**config.mk**
```make
export PLATFORM = sky130hd
export DESIGN_NAME = bank_req_sched_flat
export DESIGN_NICKNAME = d
export VERILOG_FILES = /design/src/rtl/bank_req_sched_pkg.sv /design/src/rtl/bank_req_sched_if.sv /design/src/rtl/bank_wrr_slice.sv /design/src/rtl/bank_req_sched.sv /design/src/flat_wrapper.sv
export SDC_FILE = /design/constraint.sdc
export NUM_CORES = 1
export LEC_CHECK = 0
export BUFFER_PORTS_ARGS = -buffer_cell sky130_fd_sc_hd__buf_2
export CORE_AREA = 5 5 472 474
export CTS_CLUSTER_SIZE = 25
export DETAILED_ROUTE_END_ITERATION = 12
export DIE_AREA = 0 0 477 479
export GPL_TIMING_DRIVEN = 0
export PLACE_DENSITY = 0.3
export REMOVE_ABC_BUFFERS = 1
export SLEW_MARGIN = 20
export SYNTH_ARGS = -nofsm -noshare
export SYNTH_HDL_FRONTEND = slang
export SYNTH_HIERARCHICAL = 1
export SYNTH_SLANG_ARGS = --single-unit
```
**constraint.sdc**
```tcl
create_clock -name clk -period 2.4 [get_ports clk]
set_input_delay 0.48 -clock clk [delete_from_list [all_inputs] [get_ports clk]]
set_output_delay 0.48 -clock clk [all_outputs]
set_load 0.005 [all_outputs]
```
**src/rtl/bank_req_sched_pkg.sv**
```systemverilog
// Shared types for the per-bank request scheduler: request payload, opcodes,
// and small elaboration helpers.
package bank_req_sched_pkg;

    localparam logic [1:0] OP_WR = 2'd1;
    localparam logic [1:0] OP_RD = 2'd2;

    typedef struct packed {
        logic [63:0] addr;    // [63:62] select the bank
        logic [1:0]  opcode;
        logic [31:0] data;
    } input_req_pld_t;

    function automatic int max_w(int a, int b);
        return (a > b) ? a : b;
    endfunction

endpackage

```
**src/rtl/bank_req_sched_if.sv**
```systemverilog
// Handshake bundle between the rd/wr crossbars, the scheduler and the cache banks.
interface bank_req_sched_if #(
    parameter int BANK_NUM   = 4,
    parameter int CREDIT_NUM = 8
);
    import bank_req_sched_pkg::*;

    localparam int CRD_W = $clog2(CREDIT_NUM + 1);

    logic           [BANK_NUM-1:0]            rd_vld;
    input_req_pld_t [BANK_NUM-1:0]            rd_pld;
    logic           [BANK_NUM-1:0]            rd_rdy;
    logic           [BANK_NUM-1:0]            wr_vld;
    input_req_pld_t [BANK_NUM-1:0]            wr_pld;
    logic           [BANK_NUM-1:0]            wr_rdy;
    logic           [BANK_NUM-1:0]            bank_vld;
    input_req_pld_t [BANK_NUM-1:0]            bank_pld;
    logic           [BANK_NUM-1:0]            bank_rdy;
    logic           [BANK_NUM-1:0]            bank_credit_rtn;
    logic           [BANK_NUM-1:0][CRD_W-1:0] crd_cnt;

    modport master (
        output rd_vld, rd_pld, wr_vld, wr_pld, bank_rdy, bank_credit_rtn,
        input  rd_rdy, wr_rdy, bank_vld, bank_pld, crd_cnt
    );

    modport slave (
        input  rd_vld, rd_pld, wr_vld, wr_pld, bank_rdy, bank_credit_rtn,
        output rd_rdy, wr_rdy, bank_vld, bank_pld, crd_cnt
    );

endinterface

```
**src/rtl/bank_wrr_slice.sv**
```systemverilog
// One bank: weighted round-robin rd/wr pick, credit counter bounding outstanding
// requests, and a single registered output stage toward the bank.
module bank_wrr_slice
    import bank_req_sched_pkg::*;
#(
    parameter int CREDIT_NUM = 8,
    parameter int RD_WEIGHT  = 3,
    parameter int WR_WEIGHT  = 1,
    parameter int CRD_W      = $clog2(CREDIT_NUM + 1)
) (
    input  logic             clk,
    input  logic             rst_n,
    input  logic             rd_vld,
    input  input_req_pld_t   rd_pld,
    output logic             rd_rdy,
    input  logic             wr_vld,
    input  input_req_pld_t   wr_pld,
    output logic             wr_rdy,
    output logic             bank_vld,
    output input_req_pld_t   bank_pld,
    input  logic             bank_rdy,
    input  logic             credit_rtn,
    output logic [CRD_W-1:0] crd
);

    localparam int BW = $clog2(max_w(RD_WEIGHT, WR_WEIGHT)) + 1;

    localparam logic [0:0]       PH_RD   = 1'b0;
    localparam logic [0:0]       PH_WR   = 1'b1;
    localparam logic [BW-1:0]    RD_W    = BW'(RD_WEIGHT);
    localparam logic [BW-1:0]    WR_W    = BW'(WR_WEIGHT);
    localparam logic [CRD_W-1:0] CRD_MAX = CRD_W'(CREDIT_NUM);

    logic [0:0]    phase;
    logic [BW-1:0] burst;
    logic          gnt_rd;
    logic          gnt_wr;
    logic          can_acc;
    logic          acc;
    logic          same_src;

    // Current phase keeps the grant until its weight is used up, but only while
    // the other source is actually waiting.
    always_comb begin
        gnt_rd = 1'b0;
        gnt_wr = 1'b0;
        if (phase == PH_RD) begin
            if (rd_vld && (!wr_vld || burst < RD_W)) gnt_rd = 1'b1;
            else if (wr_vld)                         gnt_wr = 1'b1;
        end else begin
            if (wr_vld && (!rd_vld || burst < WR_W)) gnt_wr = 1'b1;
            else if (rd_vld)                         gnt_rd = 1'b1;
        end
    end

    // rst_n gating keeps rdy low while the flops are held in reset.
    assign can_acc  = rst_n && (!bank_vld || bank_rdy) && (crd != '0);
    assign rd_rdy   = can_acc && gnt_rd;
    assign wr_rdy   = can_acc && gnt_wr;
    assign acc      = rd_rdy || wr_rdy;
    assign same_src = (gnt_rd && phase == PH_RD) || (gnt_wr && phase == PH_WR);

    always_ff @(posedge clk or negedge rst_n) begin
        if (!rst_n) begin
            phase <= PH_RD;
            burst <= '0;
        end else if (acc) begin
            if (same_src) begin
                if (burst < ((phase == PH_RD) ? RD_W : WR_W)) burst <= burst + 1'b1;
            end else begin
                phase <= gnt_wr ? PH_WR : PH_RD;
                burst <= BW'(1);
            end
        end
    end

    always_ff @(posedge clk or negedge rst_n) begin
        if (!rst_n) begin
            bank_vld <= 1'b0;
            bank_pld <= '0;
        end else if (acc) begin
            bank_vld <= 1'b1;
            bank_pld <= gnt_wr ? wr_pld : rd_pld;
        end else if (bank_rdy) begin
            bank_vld <= 1'b0;
        end
    end

    // Accept and return in the same cycle cancel; a stray return at full saturates.
    always_ff @(posedge clk or negedge rst_n) begin
        if (!rst_n) begin
            crd <= CRD_MAX;
        end else begin
            case ({acc, credit_rtn})
                2'b10:   crd <= crd - 1'b1;
                2'b01:   if (crd != CRD_MAX) crd <= crd + 1'b1;
                default: ;
            endcase
        end
    end

    always @(posedge clk) begin
        if (rst_n) begin
            a_crd_ovf: assert (!(credit_rtn && crd == CRD_MAX))
                else $warning("bank_wrr_slice: credit returned while counter already full");
            a_rd_op: assert (!(rd_rdy && rd_pld.opcode != OP_RD))
                else $error("bank_wrr_slice: read source accepted a non-read opcode");
            a_one_gnt: assert (!(rd_rdy && wr_rdy))
                else $error("bank_wrr_slice: read and write granted together");
        end
    end

endmodule

```
**src/rtl/bank_req_sched.sv**
```systemverilog
// Per-bank rd/wr scheduler in front of the cache banks; every bank is an
// independent bank_wrr_slice.
module bank_req_sched
    import bank_req_sched_pkg::*;
#(
    parameter int BANK_NUM   = 4,
    parameter int CREDIT_NUM = 8,
    parameter int RD_WEIGHT  = 3,
    parameter int WR_WEIGHT  = 1
) (
    input  logic             clk,
    input  logic             rst_n,
    bank_req_sched_if.slave  bus
);

    localparam int CRD_W = $clog2(CREDIT_NUM + 1);

    for (genvar g = 0; g < BANK_NUM; g++) begin : g_bank
        logic [CRD_W-1:0] crd;

        bank_wrr_slice #(
            .CREDIT_NUM (CREDIT_NUM),
            .RD_WEIGHT  (RD_WEIGHT),
            .WR_WEIGHT  (WR_WEIGHT),
            .CRD_W      (CRD_W)
        ) u_slice (
            .clk        (clk),
            .rst_n      (rst_n),
            .rd_vld     (bus.rd_vld[g]),
            .rd_pld     (bus.rd_pld[g]),
            .rd_rdy     (bus.rd_rdy[g]),
            .wr_vld     (bus.wr_vld[g]),
            .wr_pld     (bus.wr_pld[g]),
            .wr_rdy     (bus.wr_rdy[g]),
            .bank_vld   (bus.bank_vld[g]),
            .bank_pld   (bus.bank_pld[g]),
            .bank_rdy   (bus.bank_rdy[g]),
            .credit_rtn (bus.bank_credit_rtn[g]),
            .crd        (crd)
        );

        assign bus.crd_cnt[g] = crd;
    end

endmodule

```
**src/flat_wrapper.sv**
```systemverilog
// flat-port wrapper written by rule: the top's interface ports become plain ports
module bank_req_sched_flat import bank_req_sched_pkg::*;
#(
    parameter int BANK_NUM   = 4,
    parameter int CREDIT_NUM = 8,
    parameter int RD_WEIGHT  = 3,
    parameter int WR_WEIGHT  = 1
)
  (clk, rst_n, bus_rd_vld, bus_rd_pld, bus_wr_vld, bus_wr_pld, bus_bank_rdy, bus_bank_credit_rtn, bus_rd_rdy, bus_wr_rdy, bus_bank_vld, bus_bank_pld, bus_crd_cnt);
  bank_req_sched_if #(.BANK_NUM(BANK_NUM), .CREDIT_NUM(CREDIT_NUM)) bus_i ();
  input  logic clk;
  input  logic rst_n;
  input wire logic [$bits(bus_i.rd_vld)-1:0] bus_rd_vld;
  input wire logic [$bits(bus_i.rd_pld)-1:0] bus_rd_pld;
  input wire logic [$bits(bus_i.wr_vld)-1:0] bus_wr_vld;
  input wire logic [$bits(bus_i.wr_pld)-1:0] bus_wr_pld;
  input wire logic [$bits(bus_i.bank_rdy)-1:0] bus_bank_rdy;
  input wire logic [$bits(bus_i.bank_credit_rtn)-1:0] bus_bank_credit_rtn;
  output wire logic [$bits(bus_i.rd_rdy)-1:0] bus_rd_rdy;
  output wire logic [$bits(bus_i.wr_rdy)-1:0] bus_wr_rdy;
  output wire logic [$bits(bus_i.bank_vld)-1:0] bus_bank_vld;
  output wire logic [$bits(bus_i.bank_pld)-1:0] bus_bank_pld;
  output wire logic [$bits(bus_i.crd_cnt)-1:0] bus_crd_cnt;
  assign bus_i.rd_vld = bus_rd_vld;
  assign bus_i.rd_pld = bus_rd_pld;
  assign bus_i.wr_vld = bus_wr_vld;
  assign bus_i.wr_pld = bus_wr_pld;
  assign bus_i.bank_rdy = bus_bank_rdy;
  assign bus_i.bank_credit_rtn = bus_bank_credit_rtn;
  assign bus_rd_rdy = bus_i.rd_rdy;
  assign bus_wr_rdy = bus_i.wr_rdy;
  assign bus_bank_vld = bus_i.bank_vld;
  assign bus_bank_pld = bus_i.bank_pld;
  assign bus_crd_cnt = bus_i.crd_cnt;
  bank_req_sched #(.BANK_NUM(BANK_NUM), .CREDIT_NUM(CREDIT_NUM), .RD_WEIGHT(RD_WEIGHT), .WR_WEIGHT(WR_WEIGHT)) u_core (.clk(clk), .rst_n(rst_n), .bus(bus_i));
endmodule
```
==> qor.csv <==
stage,metric,value,unit
status,status,finished with violations,
status,failed_checks,setup timing,
critical_path,reg2regPathDepth,7,
die,die_y,479,µm
route,via_per_inst,3.40,
route,wl_per_cell,26.3,µm
die,core_region_area,218000,µm²
route,drc_errors,0,
sta,final_max_slew_viol_count,0,
global_route,antenna_found_initial,213,
layout,final_nets,4072,
sta,rsz0062_at_grt,true,
sta,tns,-0.359,ns
critical_path,arrival,2.01,ns
synth,yosys.area.top_type,dfrtp_1,
die,start_util,0.0944,
global_route,grt_pass1_wl,208000,µm
flow_run,drv_cap,0,
clock_tree,clockBufferDepth,3,
layout,final_core_util,0.156,
die,die_w,477,µm
clock_tree,tritoncts,done,
global_route,grt.total_usage,0.135,
placement,dpl.hpwl,136000,µm
die,dieArea,228000,µm²
sta,timing.fmax,401,MHz
sta,layout_min_cycle_time,2.49,ns
power_and_ir_drop,vdd_drop_max,617,µV
layout,filler_cell_count,24700,
layout,drive_above_1_share,0.456,
clock_tree,htree_levels,2,
synth,async_flop_share,1.00,
synth,ys.flop_type,dfrtp_1,
global_route,grt_max_degree,72,
critical_path,cp_top_family,simple AND/OR/NAND/NOR gates,
critical_path,path_max_fanout,4,
die,ios,1222,
synth,syn-cell-area,20600,µm²
synth,synth-edff-count,0,
sta,period_share,1.04,
route,drt-pass1-iter-count,5,
hold_path,hold_path_class,in2reg,
critical_path,crit_chain,or4_4 -> nand4_1 -> a21oi_4 -> buf_6,
clock_tree,cts_sinks,428,
synth,yosysMostFrequentCell,dfrtp_1,
placement,dp_slack,-1.59,ns
synth,synthTopCellsByCount,"dfrtp_1 (424), a21oi_1 (413), mux2i_1 (406)",
synth,ys_seq_area_frac,0.519,
route,vias,21100,
power_and_ir_drop,power,38.1,mW
placement,place_congestion,0.909,
power_and_ir_drop,power.leakage,16.4,nW
critical_path,crit_path_top_delay_cell,or4_4,
critical_path,crit_path_end_kind,primary output,
clock_tree,clk_pin_slew,0.06,ns
synth,yosys_register_bits,428,
clock_tree,clkLatencyLatePin,0.70,ns
global_route,grt_pass1_vias,21000,
synth,yosys-top-cells-area,"dfrtp_1 (51%), mux2i_1 (20%), a21oi_1 (10%)",
synth,synth.distinct_cells,49,
synth,syn_area_per_cell,10.4,µm²
route,drt_wl_total,163000,µm
route,initialDrtViolationCount,1081,
sta,setup_viol,6,
sta,clock_skew,0.0360,ns
sta,hold_viol_final,0,
sta,worst_pin_slew,0.820,ns
critical_path,cpPeakStageDelay,0.56,ns
layout,areaGrowthSynthToFinish,65.4,%
power_and_ir_drop,power.density,1120,nW/µm²
critical_path,crit_type,reg2out,
critical_path,worst_ep_required_time,1.92,ns
synth,synth_warnings,6,
placement,dp_cells,5983,
clock_tree,clk_root_buffer_cell,clkbuf_16,
synth,syn-instance-count,1980,
critical_path,worst-path-stages,4,
die,rows,172,
critical_path,path_buf_inv,1,
synth,synth_top_area_share,0.514,
global_route,grt_overflow,0,
clock_tree,cts_buffers,61,
layout,fin_cells,6206,
critical_path,start_kind,register,
sta,fin_ws,-0.0943,ns
route,ant_nets,0,
sta,maxSlewHeadroom,0.452,
placement,io_buffers,1221,
hold_path,hold_depth,3,
[routing by layer]
metal  GRT usage  vias up  wire (µm)
li1            -     9604          -
met1       0.156     9741      62400
met2       0.230     1235      77400
met3      0.0633      377      19000
met4      0.0270      116       3960
met5           0        -        759
[worst reg2reg max path: cells and delay by family (launching register included)]
family / cells / cell delay, ns
DFF: 1 / 0.46
AOI/OAI and AO/OA: 3 / 0.60
muxes: 1 / 0.51
buffers and inverters: 3 / 0.62
[power breakdown]
part	internal, mW	switching, mW
registers	10.6	1.92
clock network	5.12	3.84
logic	7.63	8.94
total	23.4	14.7
[cell type report]
type / instances / area [µm²] / area share
sequential: 428 / 10700 / 0.315
antenna: 42 / 105 / 0.00308
tap: 2871 / 3590 / 0.105
clock inverter: 9 / 88.8 / 0.00260
inverter: 11 / 41.3 / 0.00121
multi-input combinational: 1406 / 9510 / 0.279
timing repair buffer: 1342 / 8260 / 0.242
clock buffer: 97 / 1780 / 0.0523
[what timing repair did]
item | 4_1_cts | 5_1_grt
buffers inserted | 38 | 7
gates resized for setup | 64 | 22
endpoints found under the setup margin | 315 | 87
cloned | 11 | 5
hold buffers | 19 | 0
hold endpoints to repair | 168 | 0
pin swaps | 21 | 11
[placed cells by master, fill, tap and decap left out, types with 17 or more instances in the layout]
| cell type | n |
|---|---|
| clkbuf_16 | 66 |
| buf_2 | 1215 |
| dfrtp_2 | 22 |
| a21oi_1 | 407 |
| nor2_1 | 393 |
| clkbuf_1 | 25 |
| buf_4 | 45 |
| buf_16 | 35 |
| mux2i_1 | 399 |
| dfrtp_1 | 402 |
| nand2_1 | 17 |
| diode_2 | 42 |
[final timing paths]
check                                                 startpoint                               endpoint  slack, ns
min reg2reg                u_core/g_bank[3].u_slice/bank_pld[85]  u_core/g_bank[3].u_slice/bank_pld[85]       0.52
min                                               bus_wr_pld[83]  u_core/g_bank[0].u_slice/bank_pld[83]       0.09
max reg2reg                    u_core/g_bank[1].u_slice/burst[1]  u_core/g_bank[1].u_slice/bank_pld[31]       0.07
min in group asynchronous                                  rst_n  u_core/g_bank[1].u_slice/bank_pld[52]       0.12
max                              u_core/g_bank[0].u_slice/crd[1]                          bus_rd_rdy[0]      -0.09
max in group asynchronous                                  rst_n  u_core/g_bank[2].u_slice/bank_pld[89]       1.17
[state kept, by name (all words and copies together) (netlist names)]
| register | flops |
|---|---|
| u_core/g_bank.u_slice/phase | 4 |
| u_core/g_bank.u_slice/crd | 16 |
| u_core/g_bank.u_slice/bank_pld | 392 |
| u_core/g_bank.u_slice/burst | 12 |
| u_core/g_bank.u_slice/bank_vld | 4 |
[cells by family after synthesis]
| kind of cell | share of synthesized area |
|---|---|
| and+or+nand+nor | 0.0951 |
| buffers and inverters | 0.0369 |
| DFF | 0.519 |
| muxes | 0.204 |
| AOI/OAI and AO/OA | 0.128 |
| xor gates and xnor gates | 0.00340 |
| adders and majority gates | 0.0136 |
[metrics by stage]
step	area, µm²	hold WS [ns]
after floorplan	19900	0.184
after global placement	29600	0.507
after detailed placement	31000	0.402
after CTS	33900	0.000189
after global routing	34100	0.0479
final	34100	0.0911
Note: power is estimated with default switching activity, not from simulation.
